`src/rtl/imm_encoder_if.sv`:
```
// Request/result bundle between a requester and imm_encoder.
// The requester owns start/value; the encoder owns busy/done and the result fields.
interface imm_encoder_if;
  logic        start;
  logic [31:0] value;
  logic        busy;
  logic        done;
  logic        fail;
  logic        inv;
  logic [11:0] imm12;

  modport master (
    output start, value,
    input  busy, done, fail, inv, imm12
  );

  modport slave (
    input  start, value,
    output busy, done, fail, inv, imm12
  );
endinterface

```
`src/rtl/imm_encoder.sv`:
```
// Sequential search for a rotated-8-bit immediate encoding of a 32-bit constant,
// optionally retrying on the inverted constant (MVN form).
module imm_encoder #(
  parameter bit TRY_INVERTED = 1'b1
) (
  input  logic               clk,
  input  logic               reset,
  imm_encoder_if.slave       bus,
  output logic [1:0]         dbg_state
);

  // Handshake: start is accepted only in IDLE, with value sampled on that same
  // edge. busy is high for the whole search; done pulses for one cycle when the
  // result is ready. fail/inv/imm12 are valid with done and held until the next
  // accepted start. start seen while busy or done is dropped, never queued.

  typedef enum logic [1:0] {
    IDLE   = 2'd0,
    SEARCH = 2'd1,
    DONE   = 2'd2
  } state_t;

  state_t      state_q, state_d;
  logic [31:0] operand_q, operand_d;
  logic [3:0]  rot_q, rot_d;
  logic        pass_q, pass_d;
  logic        fail_q, fail_d;
  logic        inv_q, inv_d;
  logic [11:0] imm12_q, imm12_d;

  logic [5:0]  shamt;
  logic [31:0] candidate;
  logic        hit;

  // A shift by 32 yields zero, so rot=0 collapses to the unrotated operand.
  assign shamt     = {1'b0, rot_q, 1'b0};
  assign candidate = (operand_q << shamt) | (operand_q >> (6'd32 - shamt));
  assign hit       = (candidate[31:8] == 24'd0);

  always_comb begin
    state_d   = state_q;
    operand_d = operand_q;
    rot_d     = rot_q;
    pass_d    = pass_q;
    fail_d    = fail_q;
    inv_d     = inv_q;
    imm12_d   = imm12_q;

    case (state_q)
      IDLE: begin
        if (bus.start) begin
          operand_d = bus.value;
          rot_d     = 4'd0;
          pass_d    = 1'b0;
          fail_d    = 1'b0;
          inv_d     = 1'b0;
          imm12_d   = 12'h000;
          state_d   = SEARCH;
        end
      end
      SEARCH: begin
        if (hit) begin
          imm12_d = {rot_q, candidate[7:0]};
          inv_d   = pass_q;
          state_d = DONE;
        end else if (rot_q != 4'd15) begin
          rot_d = rot_q + 4'd1;
        end else if (!pass_q && TRY_INVERTED) begin
          operand_d = ~operand_q;
          pass_d    = 1'b1;
          rot_d     = 4'd0;
        end else begin
          fail_d  = 1'b1;
          imm12_d = 12'h000;
          inv_d   = 1'b0;
          state_d = DONE;
        end
      end
      DONE: begin
        state_d = IDLE;
      end
      default: begin
        state_d = IDLE;
      end
    endcase
  end

  always_ff @(posedge clk) begin
    if (reset) begin
      state_q   <= IDLE;
      operand_q <= 32'd0;
      rot_q     <= 4'd0;
      pass_q    <= 1'b0;
      fail_q    <= 1'b0;
      inv_q     <= 1'b0;
      imm12_q   <= 12'h000;
    end else begin
      state_q   <= state_d;
      operand_q <= operand_d;
      rot_q     <= rot_d;
      pass_q    <= pass_d;
      fail_q    <= fail_d;
      inv_q     <= inv_d;
      imm12_q   <= imm12_d;
    end
  end

  assign bus.busy  = (state_q == SEARCH);
  assign bus.done  = (state_q == DONE);
  assign bus.fail  = fail_q;
  assign bus.inv   = inv_q;
  assign bus.imm12 = imm12_q;
  assign dbg_state = state_q;

endmodule

```
`src/flat_wrapper.sv`:
```
// flat-port wrapper written by rule: the top's interface ports become plain ports
module imm_encoder_flat 
#(
  parameter bit TRY_INVERTED = 1'b1
)
  (clk, reset, dbg_state, bus_start, bus_value, bus_busy, bus_done, bus_fail, bus_inv, bus_imm12);
  imm_encoder_if bus_i ();
  input  logic clk;
  input  logic reset;
  output logic [1:0] dbg_state;
  input wire logic [$bits(bus_i.start)-1:0] bus_start;
  input wire logic [$bits(bus_i.value)-1:0] bus_value;
  output wire logic [$bits(bus_i.busy)-1:0] bus_busy;
  output wire logic [$bits(bus_i.done)-1:0] bus_done;
  output wire logic [$bits(bus_i.fail)-1:0] bus_fail;
  output wire logic [$bits(bus_i.inv)-1:0] bus_inv;
  output wire logic [$bits(bus_i.imm12)-1:0] bus_imm12;
  assign bus_i.start = bus_start;
  assign bus_i.value = bus_value;
  assign bus_busy = bus_i.busy;
  assign bus_done = bus_i.done;
  assign bus_fail = bus_i.fail;
  assign bus_inv = bus_i.inv;
  assign bus_imm12 = bus_i.imm12;
  imm_encoder #(.TRY_INVERTED(TRY_INVERTED)) u_core (.clk(clk), .reset(reset), .bus(bus_i), .dbg_state(dbg_state));
endmodule
```
`config.mk`:
```
export PLATFORM = sky130hd
export DESIGN_NAME = imm_encoder_flat
export DESIGN_NICKNAME = d
export VERILOG_FILES = /design/src/rtl/imm_encoder_if.sv /design/src/rtl/imm_encoder.sv /design/src/flat_wrapper.sv
export SDC_FILE = /design/constraint.sdc
export NUM_CORES = 1
export LEC_CHECK = 0
export CAP_MARGIN = 20
export CORE_MARGIN = 2
export CORE_UTILIZATION = 35
export DETAILED_ROUTE_END_ITERATION = 7
export GPL_ROUTABILITY_DRIVEN = 0
export PLACE_DENSITY = 0.57
export SYNTH_ARGS = -nofsm -noshare
export SYNTH_HDL_FRONTEND = slang
export SYNTH_SLANG_ARGS = --single-unit
```
`constraint.sdc`:
```
create_clock -name clk -period 3.75 [get_ports clk]
set_input_delay 0.375 -clock clk [delete_from_list [all_inputs] [get_ports clk]]
set_output_delay 0.375 -clock clk [all_outputs]
set_load 0.005 [all_outputs]
```
==> impl_metrics.toml <==
[logic_synthesis]
synth_edf_count = 0
syn_area_um2 = 4500
yosysMostFrequentCell = "nor2_1"
synth_nets = 619
synthArstFlopShare = 0
synth_area_per_cell_um2 = 7.73
synth_area_leaders = "dfxtp_1 (24%), mux4_2 (7.5%), o31ai_1 (6.5%)"
yosys-top-cells-count = "nor2_1 (70), dfxtp_1 (53), o21ai_0 (47)"
ys.flop_type = "dfxtp_1"
yosysTopAreaCell = "dfxtp_1"
synth_cells = 582
yosys_warnings = 0
synth-seq-area-share = 0.236
ys_ff_latch = 53
synth_top_area_frac = 0.236
synth_cell_types = 69

[drt]
vias = 4772
route.antenna.remaining_nets = 0
wl_um = 14200
drt_pass1_iterations = 5
wl_per_cell_um = 18.6
drc_errors = 0
drt_iter0_markers = 473
via_per_inst = 6.24

[sta]
finClkSkew_ns = 0.00679
tns_ns = 0
rsz0062_at_grt = "no"
hold_violations = 0
tightest_slew_ns = 0.986
relSlewSlack = 0.338
fin_crit_sh = 0.924
period_needed_ns = 3.47
drv_slew = 0
setup-violations-final = 0
max_freq_mhz = 288

[cts]
ctsRootBufferMaster = "clkbuf_16"
clk_transition_reported_paths_ns = 0.08
clockBufferDepth = 2
h-tree-depth = 2
cts_tree = "yes"
cts_resized = 0
cts_sinks = 53
numCtsBuffers = 5
worst_skew_pair.late_latency_ns = 0.30
postCtsSetupBuffers = 0
holdBufCountCts = 0

[outcome]
status = "finished, final reports clean"

[cells_and_area]
final-seq-area_um2 = 1060
syn_to_final_growth_pct = 16.4
drive_gt1_frac = 0.110
stdcell_area_um2 = 5240
utilization = 0.417
final_net_count = 629
multi_input_area_um2 = 3080
antenna_cells = 0
n_fill_cell = 1244

[pwr]
leakagePower_nw = 1.76
switching_power_uw = 881
p_clk_frac = 0.227
p_int_mw = 1.26
power_density_nw_per_um2 = 410
p_sw_frac = 0.411
p_comb_frac = 0.426
seqPwrFrac = 0.347
ir_drop_v = 0.000199

[floorplanning]
die_x_um = 117
die_area_um2 = 13800
core-area_um2 = 12600
start_util = 0.358
rows = 41
die_h_um = 117
pin_count = 53

[critical_path]
r2r_setup_slack_ns = 0.28
timing.rr.end = "u_core.operand_q[2]"
critPathRequiredTime_ns = 3.98
r2r-start = "u_core.rot_q[1]"
critPathLaunchType = "flip-flop"
end_kind = "flip-flop"
critPathKind = "reg -> reg"
worstPathArrival_ns = 3.69
critical_path.endpoint = "u_core.operand_q[2]"
cp_max_fo = 44
cp-startpoint = "u_core.rot_q[1]"
reg2reg_depth = 12

[global_routing]
grt_antenna_before_repair = 0
grt_max_degree = 83
gr-total-overflow = 0
grt_pass1_vias = 4327
grt_pass1_wl_um = 22900
grt_use_total = 0.199

[job]
cap_violations = 0

[worst_hold_path]
hp-class = "reg -> reg"

[placement]
port_buffers = 52
hpwl_um = 10000
dpl_cell_area_um2 = 5080
-- worst min path at each step --
stage | from | to | slack, ns | depth (start not counted)
floorplan | u_core.bus.imm12[4] | u_core.bus.imm12[4] | 0.44 | 2
global placement | u_core.bus.imm12[7] | u_core.bus.imm12[7] | 0.44 | 2
detailed placement | u_core.bus.imm12[7] | u_core.bus.imm12[7] | 0.45 | 2
CTS | u_core.bus.imm12[7] | u_core.bus.imm12[7] | 0.46 | 2
global route | u_core.bus.imm12[7] | u_core.bus.imm12[7] | 0.49 | 2
finish | u_core.bus.imm12[7] | u_core.bus.imm12[7] | 0.45 | 2
-- power groups by stage --
| stage | Sequential [mW] | Combinational (mW) | Clock (mW) |
|---|---|---|---|
| after floorplan | 0.668 | 0.716 | 0 |
| after global placement | 0.750 | 0.886 | 0 |
| after detailed placement | 0.754 | 0.892 | 0 |
| after CTS | 0.740 | 0.895 | 0.494 |
| after global routing | 0.753 | 0.989 | 0.517 |
| final | 0.745 | 0.913 | 0.487 |
-- routing by layer --
metal  up-vias  wire (um)  track usage
met4         0        199       0.0474
met2       203       6350        0.308
li1       2241          -            -
met5         -          0            0
met3        22        974       0.0287
met1      2306       6710        0.292
-- metrics by stage --
| step | instances | power, mW | hold WS [ns] | setup WS (ns) |
|---|---|---|---|---|
| final | 765 | 2.15 | 0.453 | 0.283 |
| after global routing | 765 | 2.26 | 0.492 | 0.0746 |
| after CTS | 765 | 2.13 | 0.456 | 0.293 |
| after detailed placement | 757 | 1.65 | 0.445 | 0.318 |
| after global placement | 757 | 1.64 | 0.443 | 0.351 |
| after floorplan | 582 | 1.38 | 0.445 | 0.337 |
-- cells in the final DEF, fill, tap and decap left out, types with 6 or more instances in the layout --
master           instances
nor3_1                  24
mux2i_1                 21
o31ai_1                 39
nand2_1                 40
o21ai_0                 47
buf_4                   15
clkdlybuf4s50_1         52
mux2_2                   8
nor2_1                  70
o22ai_1                 38
mux4_2                  15
a211oi_1                 9
dfxtp_1                 52
nand3_1                 10
inv_1                    6
a21oi_1                 26
-- cell type report --
| class | count | area share |
|---|---|---|
| Tap cell | 172 | 0.0411 |
| Clock buffer | 5 | 0.0239 |
| Multi-Input combinational cell | 453 | 0.588 |
| Inverter | 9 | 0.00645 |
| Clock inverter | 3 | 0.00502 |
| Timing Repair Buffer | 70 | 0.132 |
| Sequential cell | 53 | 0.203 |
-- worst max-delay path, stage by stage, from the launching register on --
cell       delay [ns]
dfxtp_1          0.34
inv_2            0.08
ha_1             0.35
buf_12           0.25
mux4_2           0.35
or2_1            0.30
nor4_4           0.31
nor2_2           0.08
a2111oi_4        0.35
and4_1           0.35
o21ai_2          0.08
buf_4            0.26
o22ai_1          0.23
-- cell families (layout without fill, tap and decap cells) --
| kind of cell | after synthesis | in the layout | share of synthesized area |
|---|---|---|---|
| muxes | 48 | 48 | 0.152 |
| AOI/OAI and AO/OA | 214 | 214 | 0.320 |
| xor gates and xnor gates | 2 | 2 | 0.00390 |
| DFF | 53 | 53 | 0.236 |
| and+or+nand+nor | 187 | 187 | 0.203 |
| adders and majority gates | 2 | 2 | 0.00556 |
| buffers and inverters | 76 | 87 | 0.0793 |
-- state kept, by name, summed over array words and instances (netlist names) --
name and flops:
u_core.operand_q 32, u_core.bus.imm12 12, u_core.rot_q 4, u_core.pass_q 1, u_core.bus.inv 1, u_core.bus.fail 1, u_core.dbg_state 2
No activity file was read; power rests on OpenSTA's default activity.
